==> src/rtl/multicycle_pkg.sv <==
// multicycle_pkg: shared state, opcode, condition and mux-select encodings for the multicycle controller
package multicycle_pkg;
    typedef enum logic [3:0] {
        S_FETCH    = 4'd0,
        S_DECODE   = 4'd1,
        S_MEMADR   = 4'd2,
        S_MEMRD    = 4'd3,
        S_MEMWB    = 4'd4,
        S_MEMWR    = 4'd5,
        S_EXECUTER = 4'd6,
        S_EXECUTEI = 4'd7,
        S_ALUWB    = 4'd8,
        S_BRANCH   = 4'd9,
        S_UNKNOWN  = 4'd10
    } state_t;

    localparam logic [1:0] ALU_ADD = 2'b00, ALU_SUB = 2'b01, ALU_AND = 2'b10, ALU_ORR = 2'b11;
    localparam logic [1:0] OP_DP = 2'b00, OP_MEM = 2'b01, OP_BR = 2'b10;
    localparam logic [3:0] CMD_AND = 4'b0000, CMD_SUB = 4'b0010, CMD_ADD = 4'b0100,
                           CMD_CMP = 4'b1010, CMD_ORR = 4'b1100;

    localparam logic [3:0] COND_EQ = 4'b0000, COND_NE = 4'b0001, COND_CS = 4'b0010, COND_CC = 4'b0011,
                           COND_MI = 4'b0100, COND_PL = 4'b0101, COND_VS = 4'b0110, COND_VC = 4'b0111,
                           COND_HI = 4'b1000, COND_LS = 4'b1001, COND_GE = 4'b1010, COND_LT = 4'b1011,
                           COND_GT = 4'b1100, COND_LE = 4'b1101, COND_AL = 4'b1110, COND_NV = 4'b1111;

    localparam logic       ADR_PC = 1'b0, ADR_ALUOUT = 1'b1;
    localparam logic [1:0] SRCA_REG = 2'b00, SRCA_PC = 2'b01;
    localparam logic [1:0] SRCB_WD = 2'b00, SRCB_IMM = 2'b01, SRCB_FOUR = 2'b10;
    localparam logic [1:0] RES_ALUOUT = 2'b00, RES_DATA = 2'b01, RES_ALURESULT = 2'b10;

    // CMP shares the subtractor; unknown commands fall back to ADD and are trapped by the decoder
    function automatic logic [1:0] alu_ctl(input logic [3:0] cmd);
        return (cmd == CMD_ADD) ? ALU_ADD :
               (cmd == CMD_SUB || cmd == CMD_CMP) ? ALU_SUB :
               (cmd == CMD_AND) ? ALU_AND :
               (cmd == CMD_ORR) ? ALU_ORR : ALU_ADD;
    endfunction
endpackage

==> src/rtl/multicycle_controller_cond_unit.sv <==
// cond_unit: NZCV flag register and ARM condition-code evaluation against the stored flags
module cond_unit
    import multicycle_pkg::*;
(
    input  logic       clk,
    input  logic       reset,
    input  logic [3:0] i_cond,
    input  logic [3:0] i_alu_flags,
    input  logic       i_flag_req,
    input  logic       i_cv_we,
    output logic       o_cond_ex
);
    logic [3:0] r_flags;
    logic       w_n, w_z, w_c, w_v;

    assign {w_n, w_z, w_c, w_v} = r_flags;

    always_ff @(posedge clk)
        if (!reset)
            r_flags <= '0;
        else if (i_flag_req && o_cond_ex)
            r_flags <= {i_alu_flags[3:2], i_cv_we ? i_alu_flags[1:0] : r_flags[1:0]};

    always_comb begin
        o_cond_ex = 1'b0;
        case (i_cond)
            COND_EQ: o_cond_ex = w_z;
            COND_NE: o_cond_ex = !w_z;
            COND_CS: o_cond_ex = w_c;
            COND_CC: o_cond_ex = !w_c;
            COND_MI: o_cond_ex = w_n;
            COND_PL: o_cond_ex = !w_n;
            COND_VS: o_cond_ex = w_v;
            COND_VC: o_cond_ex = !w_v;
            COND_HI: o_cond_ex = w_c && !w_z;
            COND_LS: o_cond_ex = !w_c || w_z;
            COND_GE: o_cond_ex = (w_n == w_v);
            COND_LT: o_cond_ex = (w_n != w_v);
            COND_GT: o_cond_ex = !w_z && (w_n == w_v);
            COND_LE: o_cond_ex = w_z || (w_n != w_v);
            COND_AL: o_cond_ex = 1'b1;
            default: o_cond_ex = 1'b0;
        endcase
    end
endmodule

==> src/rtl/multicycle_controller.sv <==
// multicycle_controller: Moore main FSM and decoder for the multicycle ARM subset; MULTICYCLE_CMP_EN enables CMP
module multicycle_controller
    import multicycle_pkg::*;
#(
    parameter int STATE_W = 4
) (
    input  logic               clk,
    input  logic               reset,
    input  logic [19:0]        Instr,
    input  logic [3:0]         ALUFlags,
    output logic               PCWrite,
    output logic               MemWrite,
    output logic               RegWrite,
    output logic               IRWrite,
    output logic               AdrSrc,
    output logic [1:0]         RegSrc,
    output logic [1:0]         ALUSrcA,
    output logic [1:0]         ALUSrcB,
    output logic [1:0]         ResultSrc,
    output logic [1:0]         ImmSrc,
    output logic [1:0]         ALUControl,
    output logic [STATE_W-1:0] state
);
    state_t     r_state;
    logic [3:0] w_cond, w_cmd, w_rd;
    logic [1:0] w_op, w_alu_dp;
    logic [5:0] w_funct;
    logic       w_i, w_s, w_l, w_store, w_cmd_ok, w_cmp, w_illegal;
    logic       w_cond_ex, w_flag_req, w_cv_we, w_rd_pc;
    logic       w_pcw, w_memw, w_regw, w_irw;
    logic       w_unused;

    assign w_cond   = Instr[19:16];
    assign w_op     = Instr[15:14];
    assign w_funct  = Instr[13:8];
    assign w_rd     = Instr[3:0];
    assign w_unused = ^Instr[7:4];
    assign w_i      = w_funct[5];
    assign w_cmd    = w_funct[4:1];
    assign w_s      = w_funct[0];
    assign w_l      = w_funct[0];
    assign w_store  = (w_op == OP_MEM) && !w_l;
    assign w_rd_pc  = (w_rd == 4'hF);
    assign w_alu_dp = alu_ctl(w_cmd);
    assign w_cmd_ok = (w_cmd == CMD_ADD) || (w_cmd == CMD_SUB) || (w_cmd == CMD_AND) || (w_cmd == CMD_ORR);
`ifdef MULTICYCLE_CMP_EN
    assign w_cmp    = (w_op == OP_DP) && (w_cmd == CMD_CMP) && w_s;
`else
    assign w_cmp    = 1'b0;
`endif
    assign w_illegal  = (w_op == 2'b11) || ((w_op == OP_DP) && !w_cmd_ok && !w_cmp);
    assign w_flag_req = ((r_state == S_EXECUTER) || (r_state == S_EXECUTEI)) && w_s;
    assign w_cv_we    = (w_alu_dp == ALU_ADD) || (w_alu_dp == ALU_SUB);

    cond_unit u_cond (
        .clk        (clk),
        .reset      (reset),
        .i_cond     (w_cond),
        .i_alu_flags(ALUFlags),
        .i_flag_req (w_flag_req),
        .i_cv_we    (w_cv_we),
        .o_cond_ex  (w_cond_ex)
    );

    always_ff @(posedge clk)
        if (!reset)
            r_state <= S_FETCH;
        else
            case (r_state)
                S_FETCH:    r_state <= S_DECODE;
                S_DECODE:   r_state <= w_illegal ? S_UNKNOWN :
                                       (w_op == OP_MEM) ? S_MEMADR :
                                       (w_op == OP_BR) ? S_BRANCH :
                                       w_i ? S_EXECUTEI : S_EXECUTER;
                S_MEMADR:   r_state <= w_l ? S_MEMRD : S_MEMWR;
                S_MEMRD:    r_state <= S_MEMWB;
                S_EXECUTER,
                S_EXECUTEI: r_state <= w_cmp ? S_FETCH : S_ALUWB;
                default:    r_state <= S_FETCH;
            endcase

    always_comb begin
        w_pcw      = 1'b0;
        w_memw     = 1'b0;
        w_regw     = 1'b0;
        w_irw      = 1'b0;
        AdrSrc     = ADR_PC;
        RegSrc     = {w_store, 1'b0};
        ALUSrcA    = SRCA_REG;
        ALUSrcB    = SRCB_WD;
        ResultSrc  = RES_ALUOUT;
        ALUControl = ALU_ADD;
        case (r_state)
            S_FETCH: begin
                w_irw     = 1'b1;
                w_pcw     = 1'b1;
                ALUSrcA   = SRCA_PC;
                ALUSrcB   = SRCB_FOUR;
                ResultSrc = RES_ALURESULT;
            end
            S_DECODE: begin
                ALUSrcA   = SRCA_PC;
                ALUSrcB   = SRCB_FOUR;
                ResultSrc = RES_ALURESULT;
            end
            S_MEMADR:   ALUSrcB = SRCB_IMM;
            S_MEMRD:    AdrSrc = ADR_ALUOUT;
            S_MEMWB: begin
                ResultSrc = RES_DATA;
                w_regw    = w_cond_ex;
                w_pcw     = w_cond_ex && w_rd_pc;
            end
            S_MEMWR: begin
                AdrSrc = ADR_ALUOUT;
                w_memw = w_cond_ex;
            end
            S_EXECUTER: ALUControl = w_alu_dp;
            S_EXECUTEI: begin
                ALUSrcB    = SRCB_IMM;
                ALUControl = w_alu_dp;
            end
            S_ALUWB: begin
                w_regw = w_cond_ex;
                w_pcw  = w_cond_ex && w_rd_pc;
            end
            S_BRANCH: begin
                RegSrc[0] = 1'b1;
                ALUSrcB   = SRCB_IMM;
                ResultSrc = RES_ALURESULT;
                w_pcw     = w_cond_ex;
            end
            default: ;
        endcase
    end

    // reset suppresses every write in the same cycle it is asserted
    assign PCWrite  = reset && w_pcw;
    assign MemWrite = reset && w_memw;
    assign RegWrite = reset && w_regw;
    assign IRWrite  = reset && w_irw;
    assign ImmSrc   = w_op;
    assign state    = STATE_W'(r_state);
endmodule

==> config.mk <==
export PLATFORM = sky130hd
export DESIGN_NAME = multicycle_controller
export DESIGN_NICKNAME = d
export VERILOG_FILES = /design/src/rtl/multicycle_pkg.sv /design/src/rtl/multicycle_controller_cond_unit.sv /design/src/rtl/multicycle_controller.sv
export SDC_FILE = /design/constraint.sdc
export NUM_CORES = 1
export LEC_CHECK = 0
export ABC_AREA = 0
export BUFFER_PORTS_ARGS = -buffer_cell sky130_fd_sc_hd__buf_4
export CAP_MARGIN = 15
export CORE_MARGIN = 4
export CORE_UTILIZATION = 50
export CTS_BUF_LIST = sky130_fd_sc_hd__clkbuf_4 sky130_fd_sc_hd__clkbuf_8
export CTS_CLUSTER_DIAMETER = 60
export DETAILED_ROUTE_END_ITERATION = 12
export GPL_ROUTABILITY_DRIVEN = 0
export HOLD_SLACK_MARGIN = 0.08
export PLACE_DENSITY = 0.87
export SYNTH_ARGS = -nofsm -noshare
export SYNTH_HDL_FRONTEND = slang
export SYNTH_SLANG_ARGS = --single-unit
export TNS_END_PERCENT = 10
==> constraint.sdc <==
create_clock -name clk -period 3.5 [get_ports clk]
set_input_delay 0.175 -clock clk [delete_from_list [all_inputs] [get_ports clk]]
set_output_delay 0.175 -clock clk [all_outputs]
set_load 0.005 [all_outputs]
Yosys cells after proc, flatten, opt, wreduce, memory -nomap -nowiden
Index checks and enable logic that the tools add are counted.
W data, S select, Z words.
{"block": "op_classes", "eq_ne": 34, "muxes": 21, "reduce_logical": 38}
{"cell": "$eq A4 B4 Y1 const B", "n": 12}
{"cell": "$eq A4 B3 Y1 const B", "n": 9}
{"cell": "$eq A4 B2 Y1 const B", "n": 5}
{"cell": "$pmux W4 S5", "n": 1}
{"cell": "$pmux W1 S15", "n": 1}
{"cell": "$logic_not A4 Y1", "n": 3}
{"cell": "$mux W4", "n": 3}
{"cell": "$logic_and A1 B1 Y1", "n": 11}
{"cell": "$mux W2", "n": 5}
{"cell": "$logic_or A1 B1 Y1", "n": 9}
{"cell": "$eq A4 B1 Y1 const B", "n": 2}
{"cell": "$pmux W2 S2", "n": 2}
{"cell": "$reduce_or A2 Y1", "n": 4}
{"cell": "$mux W1", "n": 7}
{"cell": "$logic_not A1 Y1", "n": 6}
{"cell": "$reduce_or A3 Y1", "n": 2}
{"cell": "$eq A2 B1 Y1 const B", "n": 2}
{"cell": "$eq A2 B2 Y1 const B", "n": 2}
{"cell": "$logic_not A2 Y1", "n": 2}
{"cell": "$mux W3", "n": 1}
{"cell": "$pmux W1 S3", "n": 1}
{"cell": "$reduce_and A2 Y1", "n": 1}
{"cell": "$eq A1 B1 Y1", "n": 1}
{"cell": "$ne A1 B1 Y1", "n": 1}
{"block": "totals", "regBits": 8, "output_inout_bits": 21, "word_cells": 96}

Logic depth before layout (Yosys ltp)
{"block": "logic_depth", "word_depth": 9, "depth_mapped": 6}

Cells and area by module
Synthesis repeated with hierarchy kept, for this count alone.
{"block": "hier_totals", "cells_unflattened": 118, "hier_area_um2": 939.7}
{"mod": "multicycle_controller", "n_inst": 1, "cells_each": 69, "area_per_inst_um2": 514.2, "seq_area_each_um2": 80.1}
{"mod": "cond_unit", "n_inst": 1, "cells_each": 49, "area_per_inst_um2": 425.4, "seq_area_each_um2": 80.1}

Worst setup path before layout
OpenSTA, ideal clock, no wires.
{"block": "synth_timing", "path_kind": "reg-to-output", "from": "reg u_cond.r_flags[3]", "to": "out PCWrite", "t_arrival_ns": 1.551, "t_required_ns": 3.325, "setup_slack_ns": 1.774, "stages_incl_launch_ff": 6, "path_cell_list": "dfxtp_1 -> xor2_1 -> or4_4 -> a31oi_4 -> nor3_2 -> o41ai_2"}
{"block": "synth_via", "elab_chain_cells": 6, "word_cells_on_any_way": 9}
{"item": "start: declaration", "line": "multicycle_controller_cond_unit.sv:13", "text": "logic [3:0] r_flags;"}
{"item": "start signal: assignment", "line": "multicycle_controller_cond_unit.sv:22", "text": "r_flags <= {i_alu_flags[3:2], i_cv_we ? i_alu_flags[1:0] : r_flags[1:0]};"}
{"item": "$ne A1 B1 Y1 / $eq A1 B1 Y1 (equally long branches)"}
{"item": "$logic_or A1 B1 Y1 / $logic_and A1 B1 Y1 (equally long branches)", "line": "multicycle_controller_cond_unit.sv:40, multicycle_controller_cond_unit.sv:39"}
{"item": "$pmux W1 S15 *", "line": "multicycle_controller_cond_unit.sv:26", "text": "case (i_cond)"}
{"item": "$logic_and A1 B1 Y1", "line": "multicycle_controller.sv:111, multicycle_controller.sv:124"}
{"item": "$pmux W1 S3 *", "line": "multicycle_controller.sv:93", "text": "case (r_state)"}
{"item": "$logic_and A1 B1 Y1 *", "line": "multicycle_controller.sv:137", "text": "assign PCWrite = reset && w_pcw;"}
{"item": "end: declaration", "line": "multicycle_controller.sv:11", "text": "output logic PCWrite,"}
Mark *: on every way between the ends. The rest lies on a longest branch, timed or not.

Final worst setup path
Ends and elaborated chain as after synthesis.

==> results by group <==
Run status
  – Outcome: finished, final reports clean

Global route
  – Grt met2 use: 30.7%
  – Total GRT Usage: 18.2%
  – Gr busiest metal: met2
  – Initial antenna violation count: 0
  – Met1 usage in global routing: 19.8%
  – Number of global-route vias before repair: 891
  – Total grt overflow: 0
  – Met3 track demand over resource: 4.37%
  – Largest net degree at the start of global routing: 17
  – First-pass GRT wire length: 3610 um

Hold path
  – Worst hold path type: input port to register
  – Worst Hold End: u_cond.r_flags[0]
  – Min-Delay Path Depth: 3
  – Worst Hold Launch: ALUFlags[0]

Floorplanning
  – Site Rows: 15
  – Initial Util: 53.3%
  – DIE HEIGHT: 50.9 um
  – Die width: 50.9 um
  – Top-Level Pins: 47
  – Core box area: 1730 um^2
  – Die area: 2590 um^2

Synthesis
  – Library cells used by synthesis: 47
  – FF+latch count, synth: 8
  – Synth Area in Simple Gates: 32.9%
  – Most used DFF post-synth: dfxtp_1
  – Async SR Flop Fraction: 0%
  – Post-synthesis xor/xnor area fraction: 5.71%
  – Mapped Cells: 122
  – Post-synthesis mux area share: 5.57%
  – Register area share after synthesis: 17.4%
  – Post-synthesis compound-gate area fraction: 20.1%
  – Post-Synthesis Net Count: 153
  – Mapped Area: 921 um^2
  – Avg Inst Size Synth: 7.55 um^2
  – Largest family of logic cells by synthesized area: simple AND/OR/NAND/NOR gates
  – Post-synth EDFFs: 0
  – Syn. warnings: 0
  – Post-Synth Adder-Cell Area: 6.79%

Setup path
  – R2R cell count: 5
  – Arrival time worst endpoint: 2.04 ns
  – Worst R2R End: u_cond.r_flags[3]
  – R2r startpoint: u_cond.r_flags[3]
  – CP startpoint kind: register
  – Critical path peak fanout: 6
  – Required @ worst endpoint: 3.32 ns
  – CP endpoint kind: output pin
  – R2r setup slk: 1.78 ns
  – Critical path class: register to output pin

STA
  – Skew final: 0.000930 ns
  – Final hold vios: 0
  – Final Cycle Share: 63.3%
  – Final setup TNS: 0 ns
  – Max Clk Rate: 0.452 GHz
  – Setup violations, final: 0
  – Unrepaired setup endpoints after global routing: false
  – Tmin final: 2.21 ns
  – Pins Over Slew Limit: 0

Clock network
  – Clock root cell: clkbuf_4
  – CTS tree: yes
  – Post-CTS Setup Bufs: 0
  – Clock sinks: 8
  – Hold buffers post-CTS: 0
  – Post-CTS resize count: 0
  – Clock Path Buffers: 2
  – Clock latency on the worst-skew pair: 0.25 ns
  – H-tree depth: 1
  – Worst-path clk slew: 0.05 ns
  – Num CTS Buffers: 3

Drt
  – Final WL: 2310 um
  – DRT iter0 DRCs: 15
  – DRC Markers: 0
  – Via count: 996
  – Final ANT Viol Nets: 0
  – DR vias/cell: 5.47
  – WL/cell: 12.7 um
  – Drt first pass iters: 4

Finish
  – Layout Area Growth over Synthesis: 32.2%
  – Fillers: 162
  – Share of layout cells above drive strength 1: 33.8%
  – Area taken by multi-input logic gates: 658 um^2
  – Final core utilization: 70.5%
  – Non-filler cells, final: 182
  – Seq. cell area: 160 um^2
  – Antenna diodes: 0
  – Net count reported at finish: 190
  – Fin area: 1220 um^2

Placed design
  – HPWL after detailed placement: 1870 um
  – Placed Cells incl. Taps: 179
  – IO buf count: 41
  – Area after DPL: 1190 um^2

Power
  – Pwr Density: 253 nW/um^2
  – Pwr Total: 0.308 mW
  – Max VDD drop: 0.241 mV
  – LEAKAGE: 0.582 nW

Job
  – Max-Cap Viols: 0
kinds of logic (layout without fill, tap and decap cells):
| family | Yosys count | in the layout |
|---|---|---|
| adder cells (fa/ha/maj) | 5 | 5 |
| XOR/XNOR | 6 | 6 |
| AND/OR/NAND/NOR | 55 | 55 |
| other | 1 | 1 |
| buffers and inverters | 19 | 54 |
| AO/OA/AOI/OAI | 23 | 23 |
| multiplexers | 5 | 5 |
| flip-flops | 8 | 8 |
how the worst max path moves through the flow:
| stage | from | endpoint | slack (ns) | depth (start not counted) |
|---|---|---|---|---|
| after global placement | u_cond.r_flags[3] | PCWrite | 1.59 | 6 |
| final | u_cond.r_flags[3] | PCWrite | 1.29 | 6 |
| after detailed placement | u_cond.r_flags[3] | PCWrite | 1.56 | 6 |
| after CTS | u_cond.r_flags[3] | PCWrite | 1.28 | 6 |
| after global routing | u_cond.r_flags[3] | PCWrite | 1.13 | 6 |
| after floorplan | u_cond.r_flags[3] | PCWrite | 1.77 | 5 |
synth_stat cells, types with 2 or more instances:
| library cell | instances | area [um^2] |
|---|---|---|
| mux2i_1 | 4 | 40.0 |
| dfxtp_1 | 8 | 160 |
| nor2_1 | 6 | 22.5 |
| nor2b_1 | 4 | 25.0 |
| xnor2_1 | 2 | 17.5 |
| a21oi_1 | 5 | 25.0 |
| buf_4 | 6 | 45.0 |
| nand3_1 | 2 | 10.0 |
| xor2_1 | 4 | 35.0 |
| inv_1 | 10 | 37.5 |
| and3_1 | 2 | 12.5 |
| o21ai_0 | 4 | 20.0 |
| ha_1 | 5 | 62.6 |
| nand2_1 | 15 | 56.3 |
| nor3_1 | 6 | 30.0 |
| or3_1 | 4 | 25.0 |
| nand2b_1 | 2 | 12.5 |
| nand3b_1 | 4 | 30.0 |
layout make-up:
type | count | share of cell area [%]
flip-flops and latches | 8 | 13.2
repair buffers | 41 | 25.3
well taps | 25 | 2.57
multi-input cells | 95 | 54.1
clock buffers | 3 | 1.85
inverters | 10 | 3.08
report_power, final:
part	internal, mW	leakage, nW	total, mW	switching (mW)
Combinational	0.0704	0.503	0.128	0.0575
Sequential	0.0963	0.0651	0.110	0.0137
Clock	0.0392	0.0138	0.0702	0.0310
registers in the layout, indices dropped and copies added, names as in the netlist:
| signal | cells |
|---|---|
| state | 4 |
| u_cond.r_flags | 4 |
per-stage QoR:
stage | worst slack [ns] | hold slack [ns]
2_1_floorplan | 1.77 | 0.314
3_3_place_gp | 1.59 | 0.428
3_5_place_dp | 1.56 | 0.436
6_report | 1.29 | 0.171
5_1_grt | 1.13 | 0.156
4_1_cts | 1.28 | 0.162
cells in the final DEF (no fill, tap or decap), types with 5 or more instances in the layout:
| cell | synthesis | final |
|---|---|---|
| dfxtp_1 | 8 | 8 |
| nand2_1 | 15 | 15 |
| nor3_1 | 6 | 6 |
| nor2_1 | 6 | 6 |
| a21oi_1 | 5 | 5 |
| ha_1 | 5 | 5 |
| buf_4 | 6 | 41 |
| inv_1 | 10 | 10 |
critical path, stage by stage (launching register included):
cell     delay [ns]
dfxtp_1        0.36
xor2_1         0.19
or4_4          0.50
a31oi_4        0.19
nor3_2         0.09
o41ai_2        0.29
buf_4          0.16
per-layer routing:
metal / wire length [um] / part of all wire, %
met5: 0 / 0
met4: 55 / 2.4
met3: 157 / 6.8
met2: 1160 / 50
met1: 935 / 41
(Power assumes the default switching activity.)
